## src/rtl/comp_row_scheduler.sv

```systemverilog
// rtl/comp_row_scheduler.sv - records compensation rows per column and sequences activation reads
// Define COMP_SCHED_STATS_EN to add the issue_cnt/stall_cnt pass statistics outputs.
module comp_row_scheduler #(
   parameter int NUM_COL = 8,
   parameter int SLOTS   = 3,
   parameter int NUM_VEC = 8
) (
   input  logic        clk,
   input  logic        rst,
   input  logic [2:0]  comp_row,
   input  logic        comp_valid,
   input  logic        change_col,
   input  logic        load_done,
   input  logic        start,
   input  logic        out_ready,
   output logic        out_valid,
   output logic [5:0]  out_addr,
   output logic [2:0]  out_col,
   output logic [2:0]  out_row,
   output logic        out_last,
   output logic        sched_done,
   output logic        busy,
`ifdef COMP_SCHED_STATS_EN
   output logic [8:0]  issue_cnt,
   output logic [15:0] stall_cnt,
`endif
   output logic        overflow_err
);
   typedef enum logic [1:0] {COLLECT, READY, RUN, DONE} state_t;

   state_t                             state_q, state_d;
   logic [NUM_COL-1:0][SLOTS-1:0][2:0] rows_q, rows_d;
   logic [NUM_COL-1:0][SLOTS-1:0]      vld_q, vld_d;
   logic [3:0] col_ptr_q, col_ptr_d;
   logic [1:0] slot_ptr_q, slot_ptr_d;
   logic       it_ok_q, it_ok_d;
   logic [2:0] it_c_q, it_c_d, it_k_q, it_k_d;
   logic [1:0] it_s_q, it_s_d;
   logic       out_valid_q, out_valid_d, out_last_q, out_last_d, ovf_q, ovf_d;
   logic [5:0] out_addr_q, out_addr_d;
   logic [2:0] out_col_q, out_col_d, out_row_q, out_row_d;
`ifdef COMP_SCHED_STATS_EN
   logic [8:0]  issue_q, issue_d;
   logic [15:0] stall_q, stall_d;
`endif

   logic [NUM_COL-1:0]      col_has;
   logic [NUM_COL-1:0][1:0] first_s;
   logic [2:0] first_col, cur_c, cur_k, col_nxt, succ_c, succ_k;
   logic [1:0] cur_s, slot_nxt, succ_s;
   logic       cur_ok, slot_hit, col_hit, succ_ok;

   always_comb begin
      for (int c = 0; c < NUM_COL; c++) begin
         col_has[c] = |vld_q[c];
         first_s[c] = '0;
         for (int s = SLOTS - 1; s >= 0; s--)
            if (vld_q[c][s]) first_s[c] = 2'(s);
      end
   end

   // cur_* is the transaction to load next: the table head when starting, else the iterator.
   always_comb begin
      first_col = '0;
      for (int c = NUM_COL - 1; c >= 0; c--)
         if (col_has[c]) first_col = 3'(c);
      if (state_q == READY) begin
         cur_ok = |col_has;
         cur_c  = first_col;
         cur_k  = '0;
         cur_s  = first_s[first_col];
      end else begin
         cur_ok = it_ok_q;
         cur_c  = it_c_q;
         cur_k  = it_k_q;
         cur_s  = it_s_q;
      end
      slot_hit = 1'b0;
      slot_nxt = cur_s;
      for (int s = SLOTS - 1; s >= 0; s--)
         if (s > int'(cur_s) && vld_q[cur_c][s]) begin
            slot_hit = 1'b1;
            slot_nxt = 2'(s);
         end
      col_hit = 1'b0;
      col_nxt = cur_c;
      for (int c = NUM_COL - 1; c >= 0; c--)
         if (c > int'(cur_c) && col_has[c]) begin
            col_hit = 1'b1;
            col_nxt = 3'(c);
         end
      succ_ok = 1'b1;
      succ_c  = cur_c;
      succ_k  = cur_k;
      succ_s  = cur_s;
      if (slot_hit) begin
         succ_s = slot_nxt;
      end else if (cur_k != 3'(NUM_VEC - 1)) begin
         succ_k = cur_k + 3'd1;
         succ_s = first_s[cur_c];
      end else if (col_hit) begin
         succ_c = col_nxt;
         succ_k = '0;
         succ_s = first_s[col_nxt];
      end else begin
         succ_ok = 1'b0;
      end
   end

   always_comb begin
      state_d     = state_q;
      rows_d      = rows_q;
      vld_d       = vld_q;
      col_ptr_d   = col_ptr_q;
      slot_ptr_d  = slot_ptr_q;
      it_ok_d     = it_ok_q;
      it_c_d      = it_c_q;
      it_k_d      = it_k_q;
      it_s_d      = it_s_q;
      out_valid_d = out_valid_q;
      out_addr_d  = out_addr_q;
      out_col_d   = out_col_q;
      out_row_d   = out_row_q;
      out_last_d  = out_last_q;
      ovf_d       = ovf_q;
`ifdef COMP_SCHED_STATS_EN
      issue_d     = issue_q;
      stall_d     = stall_q;
`endif
      case (state_q)
         COLLECT: begin
            if (comp_valid) begin
               if (slot_ptr_q < 2'(SLOTS) && col_ptr_q < 4'(NUM_COL)) begin
                  rows_d[col_ptr_q[2:0]][slot_ptr_q] = comp_row;
                  vld_d[col_ptr_q[2:0]][slot_ptr_q]  = 1'b1;
                  slot_ptr_d = slot_ptr_q + 2'd1;
               end else begin
                  ovf_d = 1'b1;
               end
            end
            if (change_col) begin
               if (col_ptr_q < 4'(NUM_COL)) col_ptr_d = col_ptr_q + 4'd1;
               slot_ptr_d = '0;
            end
            if (load_done) state_d = READY;
         end
         READY: begin
            if (start) begin
               state_d = RUN;
`ifdef COMP_SCHED_STATS_EN
               issue_d = '0;
               stall_d = '0;
`endif
            end
         end
         RUN: begin
`ifdef COMP_SCHED_STATS_EN
            if (out_valid_q && out_ready) issue_d = issue_q + 9'd1;
            if (out_valid_q && !out_ready && stall_q != 16'hffff) stall_d = stall_q + 16'd1;
`endif
            if (!cur_ok && (!out_valid_q || out_ready)) begin
               out_valid_d = 1'b0;
               out_last_d  = 1'b0;
               state_d     = DONE;
            end
         end
         default: begin
            vld_d      = '0;
            rows_d     = '0;
            col_ptr_d  = '0;
            slot_ptr_d = '0;
            state_d    = COLLECT;
         end
      endcase
      // Load the output register at start or whenever it is empty or being consumed.
      if (cur_ok && ((state_q == READY && start) || (state_q == RUN && (!out_valid_q || out_ready)))) begin
         out_valid_d = 1'b1;
         out_col_d   = cur_c;
         out_row_d   = rows_q[cur_c][cur_s];
         out_addr_d  = {cur_k, rows_q[cur_c][cur_s]};
         out_last_d  = !succ_ok;
         it_ok_d     = succ_ok;
         it_c_d      = succ_c;
         it_k_d      = succ_k;
         it_s_d      = succ_s;
      end else if (state_q == READY && start) begin
         it_ok_d = 1'b0;
      end
   end

   always_ff @(posedge clk or posedge rst) begin
      if (rst) begin
         state_q     <= COLLECT;
         rows_q      <= '0;
         vld_q       <= '0;
         col_ptr_q   <= '0;
         slot_ptr_q  <= '0;
         it_ok_q     <= 1'b0;
         it_c_q      <= '0;
         it_k_q      <= '0;
         it_s_q      <= '0;
         out_valid_q <= 1'b0;
         out_addr_q  <= '0;
         out_col_q   <= '0;
         out_row_q   <= '0;
         out_last_q  <= 1'b0;
         ovf_q       <= 1'b0;
`ifdef COMP_SCHED_STATS_EN
         issue_q     <= '0;
         stall_q     <= '0;
`endif
      end else begin
         state_q     <= state_d;
         rows_q      <= rows_d;
         vld_q       <= vld_d;
         col_ptr_q   <= col_ptr_d;
         slot_ptr_q  <= slot_ptr_d;
         it_ok_q     <= it_ok_d;
         it_c_q      <= it_c_d;
         it_k_q      <= it_k_d;
         it_s_q      <= it_s_d;
         out_valid_q <= out_valid_d;
         out_addr_q  <= out_addr_d;
         out_col_q   <= out_col_d;
         out_row_q   <= out_row_d;
         out_last_q  <= out_last_d;
         ovf_q       <= ovf_d;
`ifdef COMP_SCHED_STATS_EN
         issue_q     <= issue_d;
         stall_q     <= stall_d;
`endif
      end
   end

   assign out_valid    = out_valid_q;
   assign out_addr     = out_addr_q;
   assign out_col      = out_col_q;
   assign out_row      = out_row_q;
   assign out_last     = out_last_q;
   assign overflow_err = ovf_q;
   assign sched_done   = (state_q == DONE);
   assign busy         = (state_q == RUN);
`ifdef COMP_SCHED_STATS_EN
   assign issue_cnt    = issue_q;
   assign stall_cnt    = stall_q;
`endif
endmodule
```

## config.mk

```make
export PLATFORM = sky130hd
export DESIGN_NAME = comp_row_scheduler
export DESIGN_NICKNAME = d
export VERILOG_FILES = /design/src/rtl/comp_row_scheduler.sv
export SDC_FILE = /design/constraint.sdc
export NUM_CORES = 1
export LEC_CHECK = 0
export BUFFER_PORTS_ARGS = -buffer_cell sky130_fd_sc_hd__clkbuf_2
export CAP_MARGIN = 20
export CORE_ASPECT_RATIO = 0.9
export CORE_MARGIN = 2
export CORE_UTILIZATION = 70
export CTS_BUF_LIST = sky130_fd_sc_hd__clkbuf_8
export DETAILED_ROUTE_END_ITERATION = 8
export MAX_ROUTING_LAYER = met4
export PLACE_DENSITY_LB_ADDON = 0.08
export SYNTH_ARGS = -nofsm -noshare
export SYNTH_HDL_FRONTEND = slang
export SYNTH_SLANG_ARGS = --single-unit
```

## constraint.sdc

```tcl
create_clock -name clk -period 7.45 [get_ports clk]
set_clock_uncertainty 0.1 [all_clocks]
set_input_delay 0.3725 -clock clk [delete_from_list [all_inputs] [get_ports clk]]
set_output_delay 0.3725 -clock clk [all_outputs]
set_load 0.1 [all_outputs]
```

Yosys cells after proc, flatten, opt, wreduce, memory -nomap -nowiden
Index checks and enable logic that the tools add are counted.

Bits in registers: 128. Input port bits: 10. Output and inout bits: 17. Logic and storage cells: 234.

Add/subtract/negate cells: 3. Order comparisons: 19. Equal/unequal tests: 13. Mux-type cells: 110. Bitwise logic cells: 3. Reductions and logical operators: 41.

Operators by type and width (count): $mux 72 (2); $pmux 72 s2 (1); $mux 3 (27); $mux 2 (39); $bwmux 72 (1); $mux 24 (2); $pmux 24 s2 (1); $bmux 9 s3 (1); $demux 9 s3 (1); $or 24x24->24 (1); $reduce_or 24->1 (1); $reduce_or 3->1 (8); $mux 1 (20); $bmux 2 s3 (3); $mux 9 (2); $logic_and 1x1->1 (16); $lt 3x4->1 const B (4); $reduce_and 3->1 (5); $gt 3x3->1 const A (4); $ne 2x2->1 const B (6); $bmux 3 s3 (1); $demux 3 s3 (1); $ne 3x3->1 const B (3); $mux 4 (2); other kinds (28) (37).

Longest topological paths before layout
Word-level depth: 24. Gate-level depth with buffers: 16. Depth with buffers taken out: 12.

Least setup slack after synthesis
No wires, ideal clock.

Kind: flip-flop to flip-flop. From: reg state_q[1]. To: reg it_c_q[2]. Setup time: 126 ps. Data arrival time: 2763 ps. Required time: 7224 ps. Path slack: 4461 ps. Cell stages (with the launch flop): 15. Path buffers: 2. Clock period less this slack: 2989 ps. Cells stage by stage: dfrtp_1 inv_1 ha_1 buf_2 nor4b_4 nand2_1 a21o_1 buf_4 nand2_2 nand2_1 a311oi_1 o21ai_2 a41oi_4 nor3_1 a221o_1.

Word-level cells in the longest chain between the ends: 14. Elaborated cells on any way between the ends: 50. Classes of those cells: 9 x order compare; 3 x eq/ne; 25 x mux; 13 x reduce/logical.

Ends and longest elaborated chain: from (decl) (RTL line 31) `state_t state_q, state_d;`; from (signal assigned) (RTL line 213) `state_q <= state_d;`; $eq 2x1->1 (RTL line 67, 176); $mux 3 (RTL line 67) `if (state_q == READY) begin`; $gt 3x3->1 (RTL line 88) `if (c > int'(cur_c) && col_has[c]) begin`; $logic_and 1x1->1 (RTL line 88); $mux 3 or $mux 1 (tied branches) (7 in a row) (RTL line 88); $mux 3 (RTL line 101) `end else if (col_hit) begin`; $mux 3 (RTL line 98) `end else if (cur_k != 3'(NUM_VEC - 1)) begin`; $mux 3 (RTL line 96) `if (slot_hit) begin`; to (signal assigned) (RTL line 219) `it_c_q <= it_c_d;`; to (decl) (RTL line 37) `logic [2:0] it_c_q, it_c_d, it_k_q, it_k_d;`.

Parallel ways exist; a longest one is shown, timed or not. The select of a mux whose other input is x is not followed. A chain may end at the register's enable or synchronous reset.

Final worst setup path
From: reg state_q[1]. To: reg it_s_q[0].

Word-level cells in the longest chain between the ends: 16. Elaborated cells on any way between the ends: 56. Classes of those cells: 9 x order compare; 3 x eq/ne; 31 x mux; 13 x reduce/logical.

Ends and longest elaborated chain: $eq 2x1->1 (RTL line 67, 176); $mux 3 (RTL line 67); $gt 3x3->1 (RTL line 88); $logic_and 1x1->1 (RTL line 88); $mux 3 (7 in a row) (RTL line 88); $bmux 2 s3 (RTL line 104) `succ_s = first_s[col_nxt];`; $mux 2 (not written as such) (RTL line 104); $mux 2 (RTL line 101); $mux 2 (RTL line 98); $mux 2 (RTL line 96); to (signal assigned) (RTL line 221) `it_s_q <= it_s_d;`; to (decl) (RTL line 38) `logic [1:0] it_s_q, it_s_d;`.

Parallel ways exist; a longest one is shown, timed or not. The select of a mux whose other input is x is not followed.

==> metrics.md <==
| Metric | Value |
|---|---|
| Die height | 102 microns |
| Die Area | 11500 sq um |
| Area of the multi-input gates | 4030 sq um |
| Avg Cell Area, Syn | just over 8 sq um |
| Net Sw Power | 1.62 mW |
| Post-synth EDFFs | 0 |
| Crit end category | register |
| Most common cell in the netlist | nand2_1 |
| Routed len/inst | approximately 21 microns |
| Final HPWL from detailed placement | 14500 microns |
| PD cells | 399 nW/um^2 |
| ANT cells | 0 |
| Post-synth cell types | 73 |
| Post-Syn Area | 7450 sq um |
| Global-route wire length before repair | about 35000 microns |
| Fraction of registers with async set/reset | 1.00 |
| Vias in the first global route | 6764 |
| RSZ-0062 raised after global routing | no |
| YS warnings | 0 |
| WL final | 22000 microns |
| Worst-path clk slew | 0.08 ns |
| Max Transition Viols Final | 0 |
| Starting Density | 0.724 |
| DP Cell Count | 1010 |
| Endpoints failing hold | 0 |
| Slew at the pin closest to its max-slew limit | 0.993 ns |
| Largest net degree at the start of global routing | 98 |
| CP required | 7.67 ns |
| Crit Path Max Fanout | 20 |
| Crit-path leading delay family | simple AND/OR/NAND/NOR gates |
| Static Leakage | 3.38 nW |
| CTS tree | done |
| Cts hold-fix bufs | 1 |
| GP Congestion | 1.05 |
| CTS H-Tree Depth | 4 |
| Sw Share | 0.506 |
| Final period util | 0.613 |
| Fill cells | between 600 and 700 |
| Total grt overflow | 0 |
| Dominant cell type by area after synthesis | dfrtp_1 |
| Max incr delay on CP | 0.65 ns |
| Pint | roughly 1.6 mW |
| DR vias | roughly 7200 |
| Comb pwr share | 0.524 |
| Sequential share of the synthesized area | 0.420 |
| Worst Hold Class | input port to register |
| Die W | 113 microns |
| Share of the synthesized area in the top cell type | 0.420 |
| Outcome | complete, no violations |
| Top-Level Pins | 27 |
| Initial antenna violation count | 0 |
| CP Cell Sequence | inv_1, ha_1, or4b_1, a22oi_2, and3_1, buf_4, nor4_1, o211ai_1, and4_1, mux2i_1, nor4_1, a31oi_1, a31oi_1 |
| Crit path DAT | 4.78 ns |
| GRT Overall Usage | 0.403 |
| Initial DRC Count | 917 |
| CTS sink count | about 130 |
| Startpoint types | register |
| Max_cap viols | 0 |
| #FFs+latches synth | 125 |
| Core footprint | slightly above 10000 sq um |
| Clock share of power | 0.215 |
| Final setup violation count | 0 |
| CTS root buf | clkbuf_8 |
| Hold WS | 0.0635 ns |
| Final nets | 923 |
| Final Non-Filler Cells | 1044 |
| Synthesized Nets | about 930 |
| Final setup TNS | 0 ns |
| Crit path time final | 4.57 ns |
| Synth area leaders | dfrtp_1 (42%), nand2_1 (9.5%), nand3_1 (8.4%) |
| DRT Pass-1 Iters | 6 |
| Setup bufs post-CTS | 0 |
| Max Root-Sink Buffers | 2 |
| Seq pwr share | 0.261 |
| Final ANT Viol Nets | 0 |
| Finished Cell Area | 8020 sq um |
| WP buf/inv | 2 |
| Register area | 3130 sq um |
| Clk Latency, worst-skew pair | 0.46 ns |
| Area added between synthesis and finish | 7.69% |
| Placed cell areas | 7530 sq um |
| Core Rows | 35 |
| Vias/cell | slightly below 7 |
| DRC Markers | 0 |
| TritonCTS buffer count | 17 |
| CP max stage cell | ha_1 |
| Post_cts resized | 0 |
| Peak supply drop | just under 1000 uV |
| Cells after synthesis | between 900 and 1000 |
| Fmax | approximately 220 MHz |
| Start-to-end type of the worst setup path | register to register |
| PortBufs | 26 |
| Max_slew headroom | 0.338 |
| Synth Flop Type | dfrtp_1 |
| Synth cell count leaders | nand2_1 (189), dfrtp_1 (125), nand3_1 (125), o21ai_0 (93), nor2_1 (59) |
| Share of layout cells above drive strength 1 | 0.114 |
==> final cells by class <==
class / count / area share
inverters: 9 / 0.00452
multi-input cells: 714 / 0.502
clock inverters: 15 / 0.0273
clock buffers: 17 / 0.0292
repair buffers: 35 / 0.0274
well taps: 129 / 0.0201
flip-flops and latches: 125 / 0.390
==> sequential cells by signal, summed over array words and instances, names as in the netlist, 3 cells and up <==
signal and flops:
col_ptr_q 4, it_c_q 3, it_k_q 3, out_addr 6, out_col 3, rows_q 72
vld_q 24
==> cell families (layout without fill, tap and decap cells) <==
group                      after synthesis  count (layout)  synth area share
and+or+nand+nor                        469             469             0.300
AOI/OAI and AO/OA                      219             219             0.198
DFF                                    125             125             0.420
buffers and inverters                   69              76            0.0403
muxes                                   15              15            0.0230
adders and majority gates               11              11            0.0185
==> placed cells by master (no fill, tap or decap), types with 3 or more instances in the layout <==
cell / count
a22o_1: 6
bufinv_16: 5
nand3_1: 125
ha_1: 10
o21ai_0: 93
mux2_2: 7
nand4_1: 5
nor3_1: 14
a311oi_1: 8
nor2_1: 59
mux2i_1: 7
nand2b_1: 13
nand3b_1: 6
and3_1: 10
o21ai_1: 4
o22ai_1: 3
nor3b_1: 5
inv_1: 10
or3_1: 6
inv_6: 3
a31oi_1: 10
o21a_1: 27
nand2_1: 189
o2111ai_1: 4
nor4_1: 3
or3_4: 3
buf_4: 7
o311ai_0: 3
nor2b_1: 11
a21oi_1: 20
clkbuf_2: 26
clkbuf_8: 17
o211ai_1: 8
dfrtp_1: 125
==> tightest hold or removal path, delay by kind of cell <==
kind	cells	cell delay [ns]
AO/OA/AOI/OAI	1	0.06
buffers and inverters	1	0.09
AND/OR/NAND/NOR	1	0.06
==> final timing paths <==
check,cells past startpoint,to,startpoint,slack [ns]
min in group asynchronous,3,rows_q[55],rst,0.38
setup / recovery,13,it_s_q[0],state_q[1],2.88
setup reg to reg,13,it_s_q[0],state_q[1],2.88
max in group asynchronous,5,out_addr[1],rst,5.69
hold reg to reg,2,out_col[1],out_col[1],0.38
hold / removal,3,overflow_err,comp_valid,0.06
==> power groups by stage <==
stage	sequential [mW]	combinational (mW)	clock, mW
finish	0.835	1.68	0.686
global route	0.842	1.79	0.715
CTS	0.832	1.63	0.687
detailed placement	0.844	1.62	0
global placement	0.839	1.58	0
floorplan	0.967	1.18	0
==> per-layer routing <==
metal,part of all wire,track usage
met1,0.39,0.522
met2,0.46,0.602
met3,0.11,0.109
met4,0.039,0.185
met5,0,-
==> stage by stage <==
step           utilization  setup WS [ns]  total power [mW]
2_1_floorplan            -           3.65              2.15
3_3_place_gp         0.732           3.11              2.42
3_5_place_dp         0.732           2.97              2.46
4_1_cts              0.777           2.97              3.15
5_1_grt              0.780           2.59              3.35
6_report             0.780           2.88              3.20
(Power assumes the default switching activity.)
